[config.mk]
export PLATFORM = sky130hd
export DESIGN_NAME = sqsum_seq
export DESIGN_NICKNAME = d
export VERILOG_FILES = /design/src/rtl/sqsum_pkg.sv /design/src/rtl/sqsum_seq.sv
export SDC_FILE = /design/constraint.sdc
export NUM_CORES = 1
export LEC_CHECK = 0
export CORE_MARGIN = 10
export CORE_UTILIZATION = 55
export CTS_CLUSTER_DIAMETER = 80
export DETAILED_ROUTE_END_ITERATION = 8
export PLACE_DENSITY = 0.84
export SETUP_SLACK_MARGIN = 0.05
export SYNTH_ARGS = -nofsm -noshare
export SYNTH_HDL_FRONTEND = slang
export SYNTH_SLANG_ARGS = --single-unit
[constraint.sdc]
create_clock -name clk -period 6 [get_ports clk]
set_clock_uncertainty 0.1 [all_clocks]
set_input_delay 1.2 -clock clk [delete_from_list [all_inputs] [get_ports clk]]
set_output_delay 1.2 -clock clk [all_outputs]
set_load 0.05 [all_outputs]
[src/rtl/sqsum_pkg.sv]
// Shared definitions for the sum-of-squares sequencer: state encoding and
// default widths for the ROM address, ROM data and the result.
package sqsum_pkg;

  localparam int AW_DEF = 4;
  localparam int DW_DEF = 8;
  localparam int SW_DEF = 12;

  typedef enum logic [1:0] {
    IDLE = 2'd0,
    RUN  = 2'd1,
    DONE = 2'd2
  } state_t;

endpackage

[src/rtl/sqsum_seq.sv]
// Sum-of-squares sequencer. On start it walks the external square ROM from
// address 0 up to the latched last address n_q, one address per cycle,
// accumulating the returned data. The total is presented on sum with valid
// held until the consumer raises ready. All outputs are registered, so valid
// never follows ready combinationally.
module sqsum_seq
  import sqsum_pkg::*;
#(
  parameter int AW = AW_DEF,
  parameter int DW = DW_DEF,
  parameter int SW = SW_DEF
) (
  input  logic          clk,
  input  logic          rst,
  input  logic          start,
  input  logic [AW-1:0] n,
  output logic [AW-1:0] addr,
  input  logic [DW-1:0] data,
  output logic          busy,
  output logic          valid,
  input  logic          ready,
  output logic [SW-1:0] sum
);

  state_t        state;
  logic [AW-1:0] n_q;
  logic [SW-1:0] acc;
  logic [SW-1:0] dataExt;
  logic [SW-1:0] accNext;

  // Zero-extend the ROM word and form the running total including this address
  always_comb begin
    dataExt = SW'(data);
    accNext = acc + dataExt;
  end

  // Control FSM with registered outputs; reset wins over every other input and
  // discards any partial sum. addr stops at n_q, so it never wraps back to 0.
  always_ff @(posedge clk) begin
    if (rst) begin
      state <= IDLE;
      addr  <= '0;
      acc   <= '0;
      n_q   <= '0;
      sum   <= '0;
      valid <= 1'b0;
      busy  <= 1'b0;
    end else begin
      case (state)
        IDLE: begin
          if (start) begin
            n_q   <= n;
            addr  <= '0;
            acc   <= '0;
            busy  <= 1'b1;
            state <= RUN;
          end
        end
        RUN: begin
          acc <= accNext;
          if (addr != n_q) begin
            addr <= addr + AW'(1);
          end else begin
            sum   <= accNext;
            valid <= 1'b1;
            state <= DONE;
          end
        end
        DONE: begin
          if (ready) begin
            valid <= 1'b0;
            busy  <= 1'b0;
            state <= IDLE;
          end
        end
        default: begin
          valid <= 1'b0;
          busy  <= 1'b0;
          state <= IDLE;
        end
      endcase
    end
  end

endmodule

Word-level counts from Yosys, hierarchy flattened
Index checks and enable logic that the tools add are counted.
W data, S select, Z words.

storage, ports and cells
  memories kept = 0
  input port bits = 16
  word-level logic and storage cells = 42
  bits in writable memories = 0
  ROM bits = 0
  bits in latches = 0
  output and inout port bits = 18
  flip-flop bits (word level) = 36

cells by class
  eq/ne operators = 7
  multiply operators = 0
  bitwise logic cells = 3
  add/sub/neg operators = 2
  divide/modulo/power cells = 0
  order comparisons = 0
  muxes and demuxes = 14
  reduce and logical (&&, ||, !) cells = 9
  shift-type cells = 0

operator list
  operator               count
  $pmux W12 S2           1
  $add A12 B8 Y12        1
  $mux W12               1
  $reduce_and A3 Y1      4
  $mux W4                2
  $ne A2 B2 Y1 const B   4
  $pmux W4 S2            1
  $mux W2                3
  $pmux W1 S3            2
  $pmux W2 S3            1
  $reduce_and A2 Y1      3
  $add A4 B1 Y4 const B  1
  $ne A4 B4 Y1           1
  $mux W1                3
  $not A1 Y1             3
  $eq A2 B1 Y1 const B   1
  $eq A2 B2 Y1 const B   1
  $logic_not A2 Y1       1
  $reduce_bool A2 Y1     1

Depth between registers and ports, before layout
Gate-level depths: netlist of the first run.

  depth after elaboration = 3
  depth in mapped cells = 7
  gate-level depth less buffers = 7

Worst setup path before layout of the first run
No wires, ideal clock.

  path kind = input -> register
  start = in data[0]
  end = reg sum[10]
  required time = 5.771 ns
  setup slack = 2.962 ns
  buffers on the path = 0
  setup time = 0.129 ns
  arrival = 2.808 ns
  stages = 7
  cells stage by stage = ha_1 > fa_1 > a21o_1 > a221oi_2 > o21ai_2 > a211oi_1 > nor4_2

between the ends
  longest elaborated chain between the ends = 1

RTL lines
  what                  RTL line         text
  start, declared       sqsum_seq.sv:18  input logic [DW-1:0] data,
  $add A12 B8 Y12       sqsum_seq.sv:34  accNext = acc + dataExt;
  end signal, assigned  sqsum_seq.sv:64  sum <= accNext;
  end, declared         sqsum_seq.sv:22  output logic [SW-1:0] sum

No other way between the ends.
A chain may end at the register's enable or synchronous reset.

Worst setup path in the final report of the first run
Ends and elaborated chain as after synthesis.

==> results.md, run 1 <==
* FF/Latch Area at slightly above 700 µm²
* Post-synthesis cell count at 212
* Syn nets at ~240
* CTS Buf Count at 5
* Initial antenna violation count at 0
* Compound-Gate Fraction of Synth Area at 20.3%
* Actual slew at the worst max-slew pin at ~1.0 ns
* Share of cells above drive strength 1 at about 6.5%
* Post-CTS sizing at 0
* Main combinational cell family by area after synthesis: simple AND/OR/NAND/NOR gates
* Most frequent cells in the layout: 36 x dfxtp_1, 35 x nand2_1, 33 x clkdlybuf4s50_1, 26 x a21oi_1
* Initial Util at 58.3%
* I/O Pins at 34
* Setup violations, final at 0
* Startpoint Class: input port
* Slew HR at approximately 30%
* Total grt overflow at 0
* Core area at around 0.003 mm²
* WL final at 4230 µm
* Synth unique cells at 42
* Area Growth Syn to Fin at 24.3%
* GR Layer Usage met3 at under 10%
* Row count at 20
* Number of remaining DRC errors at 0
* Die Wd at between 70 and 80 µm
* Clk_lat worst skew at ~0.35 ns
* CP Data Required Time at 6.14 ns
* WS Path Type: in2reg
* Max Cap Viol at 0
* Mapped cell area at ~0.0018 mm²
* Number of global-route vias before repair at around 1600
* Lkg Pwr at 0.801 nW
* Pre-CTS setup slack at roughly 2.4 ns
* Grt peak-use layer: met2
* Tcrit/Tclk final at a little over half
* Filler cells at 255
* Detailed-route via count at between 1500 and 2000
* Most common cell after layout, fill and taps aside: dfxtp_1
* Post-Synth XOR/XNOR Area at 6.34%
* PortBufs at 33
* Post-DRT Antenna Nets at 0
* Synth Area in Adders at between 7 and 8%
* Area of the multi-input gates at around 0.0010 mm²
* Hold crit path type: reg2reg
* Setup_tns at 0 ns
* GRT Overall Usage at approximately 14%
* Worst-path clk slew at around 0.12 ns
* #FFs+latches synth at 36
* Pwr per Cell Area at roughly 270 mW/mm²
* RSZ-0062 raised after global routing: no
* Hold-fix buffers, CTS at 0
* Detailed-router iteration count before antenna repair at 5
* GR Util met2 at between 20% and 30%
* Total Die Area at ~0.0059 mm²
* Simple-Gate Fraction of Synth Area at a little under a quarter
* CTS H-tree depth at 2
* Final Critical Period at between 3 and 4 ns
* DP Wirelength at roughly 2900 µm
* CTS Buffer Depth at 2
* Gpl congestion at roughly 0.84
* Multiplexer share of the synthesized area at 0%
* First-pass GRT wire length at about 7000 µm
* Largest net degree at the start of global routing at 42
* Ys Warns at 0
* Iter 0 DRT Violations at 113
* Number of inserted diodes at 0
* M1 GR Usage at between 10% and 20%
* Via/cell ratio at 5.70
* Setup Fix Bufs, Post-CTS at 0
* Slew Viols, Final at 0
* CTS root buf: clkbuf_4
* Setup WS post-layout at approximately 2.7 ns
* Final Hold Viols at 0
* Drt wl/cell at 14.6 µm
* Worst Path Arrival at approximately 3.4 ns
* NumNets Final at between 200 and 300
* Mean Syn Cell Area at between 8 and 9 µm²
* Max frequency at 306 MHz
* Seq/Total Area, Yosys at between 40% and 50%
* Clock tree sinks at 36
* Crit Path Max Fanout at 8
* Worst VDD drop at 0.000196 V
* CTS tree: yes
* Run status: complete, no violations
* Crit. End Element: flop
* Die Y at about 77 µm
## per-stage QoR
stage | std cells | area, µm² | util (%) | power [mW] | hold slack [ns]
detailed placement | 281 | 2150 | 69.9 | 0.430 | 0.349
finish | 289 | 2230 | 72.5 | 0.601 | 0.361
global route | 289 | 2230 | 72.5 | 0.630 | 0.394
global placement | 281 | 2150 | 69.9 | 0.428 | 0.343
CTS | 289 | 2230 | 72.5 | 0.602 | 0.365
floorplan | 212 | 1800 | - | 0.383 | 0.349
## logic make-up (layout without fill, tap and decap cells)
logic type	Yosys count	in the layout
flops	36	36
xor+xnor	13	13
simple gates	86	86
compound gates	57	57
buf+inv	10	43
fa+ha+maj	10	10
## worst max-delay path, stage by stage
cell             delay (ns)
clkdlybuf4s50_1        0.41
ha_1                   0.24
fa_1                   0.42
a21o_1                 0.22
a221oi_2               0.35
o21ai_2                0.18
a211oi_1               0.30
nor4_2                 0.08
## worst paths after layout
check	start	end	slack, ns	cells past startpoint
setup / recovery	data[0]	sum[10]	2.74	8
hold / removal	sum[5]	sum[5]	0.36	2
setup reg to reg	acc[0]	sum[10]	3.68	7
hold reg to reg	sum[5]	sum[5]	0.36	2
## cell type report
class / count / area share [%]
sequential: 36 / 32.3
tap: 44 / 2.47
clock buffer: 5 / 1.68
clock inverter: 3 / 1.91
multi-input combinational: 166 / 46.4
timing repair buffer: 34 / 15.1
inverter: 1 / 0.168
## power breakdown
part / leakage, nW / internal [mW] / switching (mW) / total, mW
Sequential: 0.293 / 0.256 / 0.0114 / 0.267
Clock: 0.0412 / 0.0868 / 0.0875 / 0.174
Combinational: 0.467 / 0.0574 / 0.102 / 0.159
Total: 0.801 / 0.400 / 0.201 / 0.601
## state kept, by name, indices dropped and copies added (netlist names)
| signal | count |
|---|---|
| valid | 1 |
| sum | 12 |
| acc | 12 |
| addr | 4 |
| busy | 1 |
| n_q | 4 |
| state | 2 |
## per-layer routing
metal | vias to the layer above | wire, µm | share of wire (%)
met4 | 0 | 87 | 2.1
li1 | 836 | - | -
met5 | - | 0 | 0
met2 | 34 | 1970 | 47
met1 | 768 | 1950 | 46
met3 | 10 | 217 | 5.1
## synthesized netlist by cell type (all sizes together)
cell / n / area [µm²]
nor3: 4 / 20.0
nand4: 2 / 12.5
xnor2: 8 / 70.1
inv: 1 / 3.75
o311ai: 2 / 17.5
clkbuf: 7 / 26.3
nand3b: 2 / 15.0
a41oi: 1 / 8.76
nor4: 1 / 12.5
and4: 1 / 11.3
o211ai: 3 / 22.5
nor2: 14 / 55.1
a21oi: 26 / 130
a311oi: 1 / 8.76
buf: 2 / 10.0
nor4b: 1 / 8.76
o21a: 1 / 7.51
a221oi: 2 / 23.8
nand4b: 3 / 26.3
nand2b: 2 / 12.5
nand2: 35 / 131
o21ai: 5 / 28.8
dfxtp: 36 / 721
nand3: 13 / 65.1
a21o: 5 / 38.8
a211oi: 5 / 37.5
xor2: 5 / 43.8
fa: 1 / 20.0
or2: 2 / 12.5
a31oi: 5 / 31.3
a311o: 1 / 10.0
nor3b: 2 / 15.0
or3: 2 / 12.5
ha: 9 / 113
and3: 1 / 6.26
and2: 1 / 6.26
No activity file was read; power rests on OpenSTA's default activity.
==> run 2: changes to the inputs <==
--- a/config.mk
+++ b/config.mk
@@ -6,10 +6,10 @@
 export NUM_CORES = 1
 export LEC_CHECK = 0
 export CORE_MARGIN = 10
-export CORE_UTILIZATION = 55
+export CORE_UTILIZATION = 51
 export CTS_CLUSTER_DIAMETER = 80
 export DETAILED_ROUTE_END_ITERATION = 8
-export PLACE_DENSITY = 0.84
+export PLACE_DENSITY = 0.78
 export SETUP_SLACK_MARGIN = 0.05
 export SYNTH_ARGS = -nofsm -noshare
 export SYNTH_HDL_FRONTEND = slang
==> constraint.sdc (replaced) <==
create_clock -name clk -period 3.2 [get_ports clk]
set_clock_uncertainty 0.1 [all_clocks]
set_input_delay 0.64 -clock clk [delete_from_list [all_inputs] [get_ports clk]]
set_output_delay 0.64 -clock clk [all_outputs]
set_load 0.05 [all_outputs]
==> run 2 against run 1 <==
Against the previous run: highest routed layer unchanged; routed wire length shrank 1.7%; utilization shrank 5.4 points; non-clock buffer count grew 3; clock power grew 87%; register-to-register slack lost 2.8 ns; power grew 88%; sequential power grew 87%; critical path depth is the same; global-route usage grew 0.17 points; combinational power grew 91%; sequential share of layout area shrank 0.36 points; clock-buffer cell count is the same.
==> results.md, run 2 (synthesized netlist as in run 1, its figures left out) <==
* Run status: complete, no violations
* Detailed-router iteration count before antenna repair at 4
* CP Data Required Time at between 3 and 4 ns
* Initial antenna violation count at 0
* Number of inserted diodes at 0
* I/O Pins at 34
* Share of cells above drive strength 1 at under 10%
* Internal power at around 0.76 mW
* Filler cells at between 300 and 400
* Core area at between 0.003 and 0.004 mm²
* Number of global-route vias before repair at roughly 1600
* First-pass GRT wire length at around 7200 µm
* Row count at 21
* Setup violations, final at 0
* Actual slew at the worst max-slew pin at approximately 0.68 ns
* CTS H-tree depth at 2
* Total grt overflow at 0
* Die Y at between 70 and 80 µm
* Detailed-route via count at ~1600
* WL final at slightly above 4000 µm
* PortBufs at 33
* Total Power Consumption at about 1.1 mW
* Largest net degree at the start of global routing at 24
* Power share of the clock group at just under 30%
* Gpl congestion at 0.798
* Startpoint Class: input port
* Worst VDD drop at ~0.0003 V
* Tcrit/Tclk final at a little over four fifths
* Switch share at between 30% and 40%
* Area Growth Syn to Fin at 25.7%
* Initial Util at a little over half
* CTS Buffer Depth at 2
* Max Cap Viol at 0
* Post-CTS sizing at 0
* Slew Viols, Final at 0
* Setup Fix Bufs, Post-CTS at 0
* Clk_lat worst skew at roughly 0.35 ns
* Crit. End Element: flop
* Largest registers: acc: 12 flops, sum: 12 flops
* FF/Latch Area at around 720 µm²
* Most common cell after layout, fill and taps aside: dfxtp_1
* Crit Path Max Fanout at 8
* Area of the multi-input gates at slightly above 0.001 mm²
* Pwr per Cell Area at roughly 500 mW/mm²
* Setup_tns at 0 ns
* Logic pwr share at 26.8%
* Most frequent cells in the layout: 36 x dfxtp_1, 35 x nand2_1, 33 x clkdlybuf4s50_1, 26 x a21oi_1
* Drt wl/cell at approximately 14 µm
* Iter 0 DRT Violations at 99
* CTS root buf: clkbuf_4
* Fin area at around 0.0023 mm²
* Worst-path clk slew at roughly 0.11 ns
* CTS Buf Count at 5
* Final Hold Viols at 0
* Seq pwr share at between 40% and 50%
* Max frequency at approximately 370 MHz
* Clock tree sinks at 36
* Die Wd at 79.3 µm
* Number of remaining DRC errors at 0
* RSZ-0062 raised after global routing: no
* DP Wirelength at 2940 µm
* Via/cell ratio at approximately 5.6
* Lkg Pwr at 0.816 nW
* Total Die Area at 0.00629 mm²
* Switch Pwr at roughly 0.37 mW
* NumNets Final at 273
* Hold crit path type: reg2reg
* Area after DPL at approximately 0.0022 mm²
* GRT Overall Usage at ~14%
* Post-DRT Antenna Nets at 0
* Hold-fix buffers, CTS at 0
* Worst Path Arrival at just under 3 ns
* Slew HR at a little over half
* CTS tree: yes
* WS Path Type: in2reg
* Final Critical Period at between 2 and 3 ns
==> run 2: critical path, stage by stage <==
cell and delay (ns):
clkdlybuf4s50_1 0.41, ha_1 0.24, fa_1 0.42, a21o_1 0.23, a221oi_2 0.33, o21ai_2 0.18
nor4b_1 0.31, a311o_1 0.16
==> run 2: layout make-up <==
| cell class | count | share of cell area [%] |
|---|---|---|
| multi-input combinational | 166 | 45.8 |
| sequential | 36 | 31.9 |
| timing repair buffer | 37 | 16.0 |
| tap | 46 | 2.55 |
| clock inverter | 3 | 1.88 |
| clock buffer | 5 | 1.66 |
| inverter | 1 | 0.166 |
==> run 2: metal layers <==
metal | wire [µm] | up-vias | global-route usage, %
met5 | 0 | - | 0
met4 | 65 | 0 | 6.09
met3 | 253 | 6 | 5.63
met2 | 1880 | 38 | 22.8
met1 | 1950 | 753 | 16.0
li1 | - | 838 | -
==> run 2: path summary, 6_finish.rpt <==
path	slack, ns	cells after the start	startpoint	to
worst max-delay path	0.49	8	data[0]	sum[8]
worst min-delay path	0.36	2	sum[5]	sum[5]
worst max register to register	0.88	7	acc[0]	sum[8]
worst min register to register	0.36	2	sum[5]	sum[5]
==> run 2: power groups by stage <==
stage	Clock [mW]	Combinational [mW]	Sequential (mW)
2_1_floorplan	0	0.152	0.566
3_3_place_gp	0	0.300	0.510
3_5_place_dp	0	0.302	0.511
4_1_cts	0.332	0.305	0.501
5_1_grt	0.355	0.335	0.505
6_report	0.326	0.303	0.500
==> run 2: metrics by stage <==
step | utilization, % | setup WS, ns | std cells | hold slack (ns)
2_1_floorplan | - | 0.722 | 212 | 0.349
3_3_place_gp | 64.7 | 0.197 | 286 | 0.344
3_5_place_dp | 64.7 | 0.144 | 286 | 0.347
4_1_cts | 67.1 | 0.527 | 294 | 0.363
5_1_grt | 67.1 | 0.337 | 294 | 0.382
6_report | 67.1 | 0.488 | 294 | 0.362
